## config.mk

```make
export PLATFORM = sky130hd
export DESIGN_NAME = ro_measure_sched
export DESIGN_NICKNAME = d
export VERILOG_FILES = /design/src/rtl/ro_sched_pkg.sv /design/src/rtl/ro_phase_timer.sv /design/src/rtl/ro_measure_sched.sv
export SDC_FILE = /design/constraint.sdc
export NUM_CORES = 1
export LEC_CHECK = 0
export ABC_AREA = 0
export ABC_CLOCK_PERIOD_IN_PS = 2500
export CAP_MARGIN = 20
export CORE_UTILIZATION = 43
export CTS_BUF_LIST = sky130_fd_sc_hd__clkbuf_8
export DETAILED_ROUTE_END_ITERATION = 8
export HOLD_SLACK_MARGIN = 0.03
export PLACE_DENSITY_LB_ADDON = 0.12
export SETUP_SLACK_MARGIN = 0.5
export SLEW_MARGIN = 5
export SYNTH_ARGS = -nofsm -noshare
export SYNTH_HDL_FRONTEND = slang
export SYNTH_SLANG_ARGS = --single-unit
export TNS_END_PERCENT = 30
```

## constraint.sdc

```tcl
create_clock -name clk -period 2.5 [get_ports clk]
set_input_delay 0.75 -clock clk [delete_from_list [all_inputs] [get_ports clk]]
set_output_delay 0.75 -clock clk [all_outputs]
set_load 0.005 [all_outputs]
```

## src/rtl/ro_sched_pkg.sv

```systemverilog
// Shared types and helpers for the ring-oscillator measurement scheduler.
package ro_sched_pkg;

    typedef enum logic [2:0] {
        ST_IDLE,
        ST_CLEAR,
        ST_GATE,
        ST_SETTLE,
        ST_CAPTURE,
        ST_OUTPUT
    } state_t;

    localparam int DEF_CLR_CYCLES    = 2;
    localparam int DEF_SETTLE_CYCLES = 4;

    // Index width for n sensors; a single sensor still gets a 1-bit index.
    function automatic int idx_width(input int n);
        return (n > 1) ? $clog2(n) : 1;
    endfunction

    function automatic int max2(input int a, input int b);
        return (a > b) ? a : b;
    endfunction

endpackage

```

## src/rtl/ro_phase_timer.sv

```systemverilog
// Loadable down-counter; done is high in the last cycle of a loaded duration.
// A load of N makes done assert in the N-th cycle after the load edge.
module ro_phase_timer #(
    parameter int W = 16
) (
    input  logic         clk,
    input  logic         reset,
    input  logic         load,
    input  logic [W-1:0] load_val,
    output logic         done
);

    logic [W-1:0] cnt_reg;

    // Count down to zero and park there until the next load.
    always_ff @(posedge clk) begin
        if (reset) begin
            cnt_reg <= '0;
        end else if (load) begin
            cnt_reg <= load_val;
        end else if (cnt_reg != '0) begin
            cnt_reg <= cnt_reg - 1'b1;
        end
    end

    assign done = (cnt_reg == W'(1));

endmodule

```

## src/rtl/ro_measure_sched.sv

```systemverilog
// Round-robin scheduler for ring-oscillator counter sensors: clear, gated
// enable window, ripple-settle wait, capture, then hand the count out on a
// valid/ready stream.
// Optional feature macro: RO_ACCUM_EN -- sums 2^ACC_LOG2 windows per result
// (ACC_LOG2 must be >= 1 when enabled).
module ro_measure_sched
    import ro_sched_pkg::*;
#(
    parameter int NUM_RO        = 4,
    parameter int CNT_WIDTH     = 32,
    parameter int GATE_WIDTH    = 16,
    parameter int CLR_CYCLES    = DEF_CLR_CYCLES,
    parameter int SETTLE_CYCLES = DEF_SETTLE_CYCLES,
    parameter int ACC_LOG2      = 3,
`ifdef RO_ACCUM_EN
    localparam bit ACC_ON       = 1'b1,
`else
    localparam bit ACC_ON       = 1'b0,
`endif
    localparam int RW           = CNT_WIDTH + (ACC_ON ? ACC_LOG2 : 0),
    localparam int IW           = idx_width(NUM_RO)
) (
    input  logic                        clk,
    input  logic                        reset,
    input  logic                        run,
    input  logic [GATE_WIDTH-1:0]       gate_cycles,
    input  logic [NUM_RO*CNT_WIDTH-1:0] ro_count,
    output logic [NUM_RO-1:0]           ro_enable,
    output logic [NUM_RO-1:0]           ro_reset,
    output logic                        res_valid,
    input  logic                        res_ready,
    output logic [RW-1:0]               res_data,
    output logic [IW-1:0]               res_idx,
    output logic                        busy
);

    localparam int PW = $clog2(max2(CLR_CYCLES, SETTLE_CYCLES) + 1);
    localparam int TW = max2(GATE_WIDTH, PW);

    state_t                  state_reg, state_next;
    logic [IW-1:0]           idx_reg, idx_next;
    logic [GATE_WIDTH-1:0]   gate_reg;
    logic                    timer_load;
    logic [TW-1:0]           timer_val;
    logic                    timer_done;
    logic                    enter_clear;
    logic                    last_win;
    logic [TW-1:0]           gate_eff;
    logic [CNT_WIDTH-1:0]    cap_cnt;
    logic [NUM_RO-1:0]       sel_next;

    logic [NUM_RO-1:0]       ro_enable_reg;
    logic [NUM_RO-1:0]       ro_reset_reg;
    logic                    res_valid_reg;
    logic [RW-1:0]           res_data_reg;
    logic [IW-1:0]           res_idx_reg;
    logic                    busy_reg;

`ifdef RO_ACCUM_EN
    logic [ACC_LOG2-1:0]     win_reg;
    logic [RW-1:0]           acc_reg;
    logic [RW-1:0]           acc_sum;
    assign last_win = &win_reg;
    assign acc_sum  = ((win_reg == '0) ? '0 : acc_reg) + RW'(cap_cnt);
`else
    assign last_win = 1'b1;
`endif

    // A zero gate length still opens a one-cycle window.
    assign gate_eff = (gate_reg == '0) ? TW'(1) : TW'(gate_reg);
    assign cap_cnt  = ro_count[idx_reg*CNT_WIDTH +: CNT_WIDTH];
    assign sel_next = NUM_RO'(1) << idx_next;

    ro_phase_timer #(
        .W (TW)
    ) u_timer (
        .clk      (clk),
        .reset    (reset),
        .load     (timer_load),
        .load_val (timer_val),
        .done     (timer_done)
    );

    // Next-state, next-index and phase-timer load decisions.
    always_comb begin
        state_next  = state_reg;
        idx_next    = idx_reg;
        timer_load  = 1'b0;
        timer_val   = '0;
        enter_clear = 1'b0;
        case (state_reg)
            ST_IDLE: begin
                if (run) begin
                    state_next  = ST_CLEAR;
                    timer_load  = 1'b1;
                    timer_val   = TW'(CLR_CYCLES);
                    enter_clear = 1'b1;
                end
            end
            ST_CLEAR: begin
                if (timer_done) begin
                    state_next = ST_GATE;
                    timer_load = 1'b1;
                    timer_val  = gate_eff;
                end
            end
            ST_GATE: begin
                if (timer_done) begin
                    state_next = ST_SETTLE;
                    timer_load = 1'b1;
                    timer_val  = TW'(SETTLE_CYCLES);
                end
            end
            ST_SETTLE: begin
                if (timer_done) begin
                    state_next = ST_CAPTURE;
                end
            end
            ST_CAPTURE: begin
                if (last_win) begin
                    state_next = ST_OUTPUT;
                end else begin
                    state_next  = ST_CLEAR;
                    timer_load  = 1'b1;
                    timer_val   = TW'(CLR_CYCLES);
                    enter_clear = 1'b1;
                end
            end
            ST_OUTPUT: begin
                if (res_ready) begin
                    idx_next = (idx_reg == IW'(NUM_RO - 1)) ? '0 : idx_reg + 1'b1;
                    if (run) begin
                        state_next  = ST_CLEAR;
                        timer_load  = 1'b1;
                        timer_val   = TW'(CLR_CYCLES);
                        enter_clear = 1'b1;
                    end else begin
                        state_next = ST_IDLE;
                    end
                end
            end
            default: state_next = ST_IDLE;
        endcase
    end

    // State register plus outputs registered from the state being entered.
    // The selected counter stays out of clear from GATE through CAPTURE so the
    // ripple count holds until it is sampled.
    always_ff @(posedge clk) begin
        if (reset) begin
            state_reg     <= ST_IDLE;
            idx_reg       <= '0;
            gate_reg      <= '0;
            ro_enable_reg <= '0;
            ro_reset_reg  <= '1;
            res_valid_reg <= 1'b0;
            res_data_reg  <= '0;
            res_idx_reg   <= '0;
            busy_reg      <= 1'b0;
`ifdef RO_ACCUM_EN
            win_reg       <= '0;
            acc_reg       <= '0;
`endif
        end else begin
            state_reg     <= state_next;
            idx_reg       <= idx_next;
            if (enter_clear) begin
                gate_reg <= gate_cycles;
            end
            ro_enable_reg <= (state_next == ST_GATE) ? sel_next : '0;
            ro_reset_reg  <= (state_next inside {ST_GATE, ST_SETTLE, ST_CAPTURE}) ? ~sel_next : '1;
            res_valid_reg <= (state_next == ST_OUTPUT);
            busy_reg      <= (state_next != ST_IDLE);
            if (state_reg == ST_CAPTURE) begin
                res_idx_reg <= idx_reg;
`ifdef RO_ACCUM_EN
                acc_reg <= acc_sum;
                win_reg <= win_reg + 1'b1;
                if (last_win) begin
                    res_data_reg <= acc_sum;
                end
`else
                res_data_reg <= RW'(cap_cnt);
`endif
            end
        end
    end

    assign ro_enable = ro_enable_reg;
    assign ro_reset  = ro_reset_reg;
    assign res_valid = res_valid_reg;
    assign res_data  = res_data_reg;
    assign res_idx   = res_idx_reg;
    assign busy      = busy_reg;

endmodule

```

# After elaboration in Yosys (flattened, before gate mapping)

Cells that the tools add are included.

Output and inout bits: 44
Bits of input ports: 148
Logic and storage cells: 60
Flip-flop bits (word level): 81

Bitwise operators: 3
Shift operators: 2
Reductions and logical operators: 9
Add/subtract/negate cells: 2
Equality and inequality tests: 11
Muxes and demuxes: 23

Operators with widths:

| cell                  | number |
|---|---|
| $shiftx 128x8->32     | 1 |
| $mux 16               | 5 |
| $pmux 16 s4           | 1 |
| $mux 3                | 6 |
| $pmux 3 s6            | 1 |
| $eq 16x1->1 const B   | 1 |
| $logic_not 16->1      | 1 |
| $reduce_bool 16->1    | 1 |
| $sub 16x1->16 const B | 1 |
| $eq 3x2->1 const B    | 4 |
| $eq 3x3->1 const B    | 4 |
| $mux 2                | 4 |
| $reduce_bool 3->1     | 2 |
| $reduce_or 2->1       | 3 |
| $mux 1                | 4 |
| $not 4->4             | 1 |
| $shl 1x2->4 const A   | 1 |
| $eq 3x1->1 const B    | 1 |
| $logic_not 3->1       | 1 |
| $pmux 1 s3            | 1 |
| $add 2x1->2 const B   | 1 |
| $eq 2x2->1 const B    | 1 |
| $not 1->1             | 2 |
| $pmux 1 s2            | 1 |
| $reduce_bool 2->1     | 1 |

# Logic depth before layout (Yosys ltp)

Gate-level depths: netlist (run 1).

Depth in word-level cells: 7
Depth in mapped cells: 9
Mapped depth without buffers: 8

# Modules after synthesis

From an unflattened synthesis (run 1), not the netlist that was laid out.

Cells, all modules: 372
Area total of the unflattened synthesis: 4108.9 um^2

By module, submodules not included:

| module           | area each (um^2) | sequential area each (um^2) | cells each | instances |
|---|---|---|---|---|
| ro_measure_sched | 3213.1           | 1301.2                      | 269        | 1 |
| ro_phase_timer   | 895.9            | 320.3                       | 103        | 1 |

# Worst setup path after synthesis (run 1)

No wires, ideal clock.

Path type: register -> register
Start: reg u_timer.cnt_reg[0]
End: reg ro_enable_reg[2], in the netlist ro_enable[2]
Buffers on the path: 0
Data arrival time: 2.019 ns
Cell stages (with the launch flop): 8
Clock period less this slack: 2.100 ns
Slack: 0.400 ns
Library setup time: 0.080 ns
Required time: 2.420 ns
Cell sequence: dfxtp_1 > ha_1 > nor4b_2 > nand4_2 > or2_1 > xor2_1 > or4_4 > nor3b_1

Word-level cells in the longest chain between the ends: 6
Elaborated cells between the ends (all ways): 8
Classes of those cells: eq/ne: 2; mux: 4; bitwise: 1; reduce/logical: 1

Ends and longest elaborated chain:

| element                              | RTL line                                                                  | text |
|---|---|---|
| from (decl)                          | ro_phase_timer.sv:13                                                      | `logic [W-1:0] cnt_reg;` |
| from (signal assigned)               | ro_phase_timer.sv:20                                                      | `cnt_reg <= load_val;` |
| from (signal assigned)               | ro_phase_timer.sv:22                                                      | `cnt_reg <= cnt_reg - 1'b1;` |
| $eq 16x1->1 (*)                      | ro_phase_timer.sv:26                                                      | `assign done = (cnt_reg == W'(1));` |
| $mux 3, on equally long branches     | ro_measure_sched.sv:115, ro_measure_sched.sv:101, ro_measure_sched.sv:108 |  |
| $pmux 3 s6 (*)                       | ro_measure_sched.sv:91                                                    | `case (state_reg)` |
| $eq 3x2->1 (*)                       | ro_measure_sched.sv:170                                                   | `ro_enable_reg <= (state_next == ST_GATE) ? sel_next : '0;` |
| $not 1->1 (no source line) (*)       | -                                                                         |  |
| $reduce_or 2->1 (no source line) (*) | -                                                                         |  |
| to (signal assigned)                 | ro_measure_sched.sv:170                                                   |  |
| to (decl)                            | ro_measure_sched.sv:52                                                    | `logic [NUM_RO-1:0] ro_enable_reg;` |

Mark *: on every way between the ends. The rest lies on a longest branch, timed or not.
A chain may end at the register's enable or synchronous reset.

# Final worst setup path (run 1)

Start: reg u_timer.cnt_reg[1]
End: reg ro_enable_reg[1], in the netlist ro_enable[1]

Same word-level chain as after synthesis.

==> results of run 1 <==
## layer usage
metal	vias to the layer above	GRT usage	wire length [um]
li1	1950	-	-
met1	1917	0.283	4910
met2	128	0.430	6220
met3	17	0.0627	754
met4	0	0.0713	231
met5	-	0	0
## placed cells by master (no fill, tap or decap), types with 6 or more instances in the layout
master	instances
nor2_1	40
buf_4	21
mux4_2	32
clkbuf_8	10
mux2i_1	17
dfxtp_1	74
nor3_1	7
xnor2_1	11
clkdlybuf4s50_1	189
nand2_1	84
nor4_1	6
a21oi_1	42
## cell usage after synthesis (2+ instances only)
cell type,count,share of area
a211oi_1,3,0.0054
a21oi_1,43,0.052
a22oi_1,10,0.018
a31o_2,2,0.0042
a31oi_1,2,0.0030
and3_1,2,0.0030
and3b_2,2,0.0048
buf_2,5,0.0060
buf_4,3,0.0054
buf_6,2,0.0054
clkbuf_1,20,0.018
dfxtp_1,81,0.39
ha_1,4,0.012
inv_1,3,0.0027
mux2i_1,17,0.041
mux4_2,32,0.17
nand2_1,84,0.076
nand2b_1,3,0.0045
nand3_1,4,0.0048
nand3b_1,3,0.0054
nor2_1,42,0.038
nor2b_1,2,0.0030
nor3_1,9,0.011
nor3b_1,3,0.0054
nor4_1,8,0.012
nor4b_1,2,0.0042
o21ai_0,6,0.0073
o31ai_1,2,0.0036
or2_1,2,0.0030
xnor2_1,11,0.023
xor2_1,4,0.0085
## cell type report
class,count,area (um^2),area share
repair buffers,216,2120,0.320
multi-input cells,319,2500,0.377
flip-flops and latches,81,1640,0.247
clock inverters,6,57.6,0.00869
clock buffers,10,138,0.0208
well taps,129,161,0.0244
inverters,3,13.8,0.00208
## worst max path at each step
stage,to,depth (start not counted),slack [ps],startpoint
finish,ro_enable[1]$_SDFF_PP0_,8,430,u_timer.cnt_reg[1]$_SDFFE_PP0P_
global route,ro_enable[1]$_SDFF_PP0_,8,340,u_timer.cnt_reg[1]$_SDFFE_PP0P_
CTS,ro_enable[1]$_SDFF_PP0_,8,460,u_timer.cnt_reg[1]$_SDFFE_PP0P_
detailed placement,ro_enable[3]$_SDFF_PP0_,7,-40,res_ready
global placement,ro_enable[2]$_SDFF_PP0_,7,10,res_ready
floorplan,ro_enable[2]$_SDFF_PP0_,8,460,u_timer.cnt_reg[1]$_SDFFE_PP0P_
## stage by stage
stage                     area [um^2]  utilization
after floorplan                  4170            -
after global placement           6230        0.671
after detailed placement         6230        0.671
after CTS                        6570        0.707
after global routing             6620        0.713
final                            6620        0.713
## power by group through the flow
stage | sequential (mW) | clock (mW) | combinational, mW
6_report | 1.62 | 0.951 | 1.83
5_1_grt | 1.63 | 1.03 | 1.99
4_1_cts | 1.61 | 0.974 | 1.70
3_5_place_dp | 1.63 | 0 | 1.50
3_3_place_gp | 1.62 | 0 | 1.46
2_1_floorplan | 1.58 | 0 | 1.04
## tightest hold or removal path, cell delays in order, from the launching register on
cell and delay (ps):
dfxtp_1 310, nand2_1 50, a21oi_1 50
## what timing repair did
item | CTS | global route
setup endpoints to repair | 26 | 39
hold buffers | 0 | 0
buffers inserted | 9 | 0
resized for setup | 22 | 13
pin swaps | 7 | 7
## logic make-up (layout without fill, tap and decap cells)
kind of cell | Yosys count | after routing | synth area share
and+or+nand+nor | 177 | 177 | 0.204
xor gates and xnor gates | 15 | 15 | 0.0317
DFF | 81 | 81 | 0.392
adders and majority gates | 4 | 4 | 0.0121
buffers and inverters | 34 | 235 | 0.0396
AOI/OAI and AO/OA | 74 | 74 | 0.106
muxes | 49 | 49 | 0.215
==> flow_summary.json, run 1 <==
{
  "drc": 0,
  "rows": 35,
  "fin_cells": 764,
  "netlist_area_um2": 4140,
  "syn_nets": 586,
  "power_density_nw_per_um2": 664,
  "viasPerCell": 5.25,
  "ys_warn_count": 0,
  "fp.dieW_um": 100,
  "core_area_um2": 9280,
  "max_stage_delay_ps": 490,
  "fin_worst_skew_ps": 8.62,
  "cp_cell_sequence": "inv_4 -> ha_4 -> nor4b_4 -> nand4_2 -> or2_1 -> xor2_1 -> or4_4 -> nor3b_2",
  "status": "complete, no violations",
  "setup_viol": 0,
  "worst_slew_pin_slew_ps": 594,
  "cts_tree": "yes",
  "num_io_pins": 192,
  "finalPower_mw": 4.40,
  "synthArstFlopShare": 0,
  "chipHeight_um": 100,
  "htree_levels": 3,
  "avgSynthCellArea_um2": 9.54,
  "switchingPower_mw": 1.50,
  "synth_cells": 434,
  "synth_cell_type_count": 49,
  "grt_max_degree": 36,
  "criticalPathCategory": "reg2reg",
  "setup_ws_ps": 425,
  "vias": 4012,
  "synth-seq-cells": 81,
  "cp.arrival_ps": 2350,
  "r2r_end": "ro_enable[1]$_SDFF_PP0_",
  "dieArea_um2": 10000,
  "end_kind": "register",
  "antenna_found_initial": 0,
  "crit_buf_inv": 1,
  "hold_viol": 0,
  "maxCapViolCount": 0,
  "final_nets": 782,
  "p_sw_frac": 0.341,
  "worstHoldEndpoint": "res_data[9]$_SDFFE_PP0P_",
  "clkPwrFrac": 0.216,
  "place_inst": 739,
  "fin_crit_sh": 0.830,
  "cp_max_fo": 4,
  "initial_core_util": 0.446,
  "cts-buffers-inserted": 9,
  "p_leak_nw": 2.37,
  "cts-root-buf": "clkbuf_8",
  "slew_headroom": 0.603,
  "drive_gt1_frac": 0.180,
  "fmax_mhz": 482,
  "largest_reg_flops": 32,
  "hold_path_startpoint": "res_data[9]$_SDFFE_PP0P_",
  "hpwl_um": 9080,
  "overflow": 0,
  "hold_depth": 2,
  "io_buffers": 191,
  "synth_ff_type": "dfxtp_1",
  "crit_family": "simple AND/OR/NAND/NOR gates",
  "crit_slowest_cell": "or4_4",
  "seq_area_frac_synth": 0.392,
  "post-place-ws_ps": -44.2,
  "antenna_left": 0,
  "antenna-diode-count": 0,
  "insertion_delay_ps": 350,
  "drt-initial-drc-count": 207,
  "hold_slack_ps": 455,
  "numClockSinks": 81,
  "p_int_mw": 2.90,
  "timing.setup.tns_ps": 0,
  "clock_path_buffers": 2,
  "gp_congestion": 0.868,
  "critical_path_required_ps": 2780,
  "pwr-share-comb": 0.416,
  "min_path_type": "reg2reg",
  "worstReg2RegStart": "u_timer.cnt_reg[1]$_SDFFE_PP0P_",
  "wire_per_inst_um": 15.9,
  "area_growth_pct": 60.0,
  "grt_usage": 0.240,
  "grt_pass1_vias": 4115,
  "drt-pass1-iter-count": 4,
  "synth_edf_count": 0,
  "routed_wl_um": 12100,
  "seqPwrFrac": 0.368,
  "clkTransAtPathRegs_ps": 80,
  "ff2ff_setup_slack_ps": 430,
  "cp-start-kind": "register",
  "n_fill_cell": 717,
  "ff2ff_path_depth": 8,
  "period_minus_slack_ps": 2070,
  "rsz0062_at_grt": "true",
  "vdd_drop_max_uv": 405,
  "grt_pass1_wl_um": 19000,
  "drv_slew": 0
}
(Power assumes the default switching activity.)
==> run 2, diff against run 1 <==
--- a/config.mk
+++ b/config.mk
@@ -6,9 +6,9 @@
 export NUM_CORES = 1
 export LEC_CHECK = 0
 export ABC_AREA = 0
-export ABC_CLOCK_PERIOD_IN_PS = 2500
+export ABC_CLOCK_PERIOD_IN_PS = 1850
 export CAP_MARGIN = 20
-export CORE_UTILIZATION = 43
+export CORE_UTILIZATION = 39
 export CTS_BUF_LIST = sky130_fd_sc_hd__clkbuf_8
 export DETAILED_ROUTE_END_ITERATION = 8
 export HOLD_SLACK_MARGIN = 0.03
==> constraint.sdc (replaced) <==
create_clock -name clk -period 1.85 [get_ports clk]
set_input_delay 0.555 -clock clk [delete_from_list [all_inputs] [get_ports clk]]
set_output_delay 0.555 -clock clk [all_outputs]
set_load 0.005 [all_outputs]
==> run 2 against run 1 <==
- the run now ends with negative setup slack left
- register-to-register slack worse by 720 ps
- utilization up 0.35 points
- via count up 6.4%
- first-iteration DRC count down 14%
- global-route usage up 0.069 points
- non-clock buffer count up 46
- maximum frequency down 3.2%
- power up 52%
- critical path type unchanged
- largest cell class unchanged
==> flow_summary.json, run 2 (synthesis gave the netlist of run 1 again) <==
{
  "seqCellArea_um2": 1690,
  "crit_slowest_cell": "or4_4",
  "grt_max_degree": 35,
  "gp_congestion": 0.886,
  "criticalPathCategory": "reg2reg",
  "maxCapViolCount": 0,
  "grt_pass1_vias": 4362,
  "chipHeight_um": 105,
  "power_density_nw_per_um2": 904,
  "area_growth_pct": 78.8,
  "drt-pass1-iter-count": 4,
  "utilization": 0.717,
  "antenna_left": 0,
  "met1_usage": 0.274,
  "grt_usage": 0.241,
  "worstReg2RegStart": "u_timer.cnt_reg[1]$_SDFFE_PP0P_",
  "finalPower_mw": 6.69,
  "ff2ff_setup_slack_ps": -290,
  "cts_tree": "yes",
  "vdd_drop_max_uv": 723,
  "largest_reg_flops": 32,
  "final_common_cell": "clkdlybuf4s50_1",
  "end_kind": "register",
  "dieArea_um2": 11000,
  "final_nets": 828,
  "drt-initial-drc-count": 179,
  "fmax_mhz": 467,
  "period_minus_slack_ps": 2140,
  "cp-start-kind": "register",
  "final_cell_mix": "144 x clkdlybuf4s50_1, 63 x nand2_1, 48 x buf_4",
  "drive_gt1_frac": 0.426,
  "cts-root-buf": "clkbuf_8",
  "antenna_found_initial": 0,
  "multi_input_area_um2": 2710,
  "slew_headroom": 0.728,
  "worstHoldEndpoint": "res_data[28]$_SDFFE_PP0P_",
  "min_path_type": "reg2reg",
  "hold_depth": 2,
  "n_fill_cell": 747,
  "critical_path_required_ps": 2140,
  "failed_checks": "negative setup slack",
  "hold_viol": 0,
  "core_area_um2": 10300,
  "wire_per_inst_um": 17.0,
  "setup_ws_ps": -293,
  "clkTransAtPathRegs_ps": 90,
  "setup_viol": 25,
  "fp.dieW_um": 105,
  "cp.arrival_ps": 2440,
  "hpwl_um": 9970,
  "drc": 0,
  "hold_path_startpoint": "res_data[28]$_SDFFE_PP0P_",
  "p_leak_nw": 2.87,
  "antenna-diode-count": 0,
  "crit_buf_inv": 1,
  "crit_cells": 8,
  "viasPerCell": 5.22,
  "num_io_pins": 192,
  "crit_family": "simple AND/OR/NAND/NOR gates",
  "status": "complete, but fails checks",
  "fin_worst_skew_ps": 8.86,
  "max_stage_delay_ps": 530,
  "drv_slew": 0,
  "cp_max_fo": 4,
  "insertion_delay_ps": 360,
  "vias": 4267,
  "worst_slew_pin_slew_ps": 408,
  "use_met2": 0.439,
  "rsz0062_at_grt": "true",
  "grt.busiest_layer": "met2",
  "initial_core_util": 0.401,
  "cts-buffers-inserted": 9,
  "io_buffers": 191,
  "rows": 37,
  "overflow": 0,
  "hold_buffers": 0,
  "cp_cell_sequence": "inv_2 -> ha_4 -> nor4b_4 -> nand4_2 -> or2_4 -> xor2_2 -> or4_4 -> nor3b_2",
  "grt_use_met3": 0.0580,
  "grt_pass1_wl_um": 21000,
  "ff2ff_path_depth": 8,
  "routed_wl_um": 13900,
  "numClockSinks": 81,
  "r2r_end": "ro_enable[1]$_SDFF_PP0_",
  "fin_crit_sh": 1.16,
  "htree_levels": 3,
  "clock_path_buffers": 2
}
[run 2: what timing repair did]
item | 4_1_cts | 5_1_grt
buffers inserted | 9 | 3
cloned | 1 | 3
pin swaps | 21 | 68
endpoints found under the setup margin | 124 | 124
resized for setup | 256 | 72
[run 2: metrics by stage]
stage	hold WS [ps]	instances	TNS [ps]	area [um^2]	setup slack, ps
finish	451	817	-4050	7400	-293
global route	475	817	-6510	7400	-383
CTS	456	811	-4180	7080	-285
detailed placement	447	785	-13490	6620	-491
global placement	441	785	-11790	6620	-395
floorplan	450	434	-852	4250	-191
[run 2: worst max-delay path by stage]
stage / from / end / slack, ps
4_1_cts: u_timer.cnt_reg[1]$_SDFFE_PP0P_ / ro_enable[1]$_SDFF_PP0_ / -290
2_1_floorplan: u_timer.cnt_reg[1]$_SDFFE_PP0P_ / ro_enable[2]$_SDFF_PP0_ / -190
6_report: u_timer.cnt_reg[1]$_SDFFE_PP0P_ / ro_enable[1]$_SDFF_PP0_ / -290
3_5_place_dp: res_ready / ro_enable[1]$_SDFF_PP0_ / -490
5_1_grt: u_timer.cnt_reg[1]$_SDFFE_PP0P_ / ro_enable[1]$_SDFF_PP0_ / -380
3_3_place_gp: res_ready / ro_enable[2]$_SDFF_PP0_ / -390
[run 2: cell type report]
cell class	count	share of cell area
clock buffers	10	0.0186
clock inverters	6	0.0120
inverters	3	0.00152
multi-input cells	319	0.366
flip-flops and latches	81	0.228
well taps	136	0.0230
repair buffers	262	0.351
[run 2: report_power, final]
part / internal (mW) / total (mW) / leakage [nW] / switching, mW
Sequential: 1.92 / 2.08 / 0.682 / 0.158
Clock: 0.803 / 1.48 / 0.117 / 0.676
Combinational: 1.73 / 3.13 / 2.07 / 1.40
[run 2: worst min-delay path: stages (launching register included)]
cell and delay, ps:
dfxtp_2 320, nand2_1 50, a21oi_1 50
[run 2: per-layer routing]
metal	part of all wire	routed length [um]
met1	0.40	5520
met5	0	0
met2	0.53	7310
met3	0.052	724
met4	0.024	338
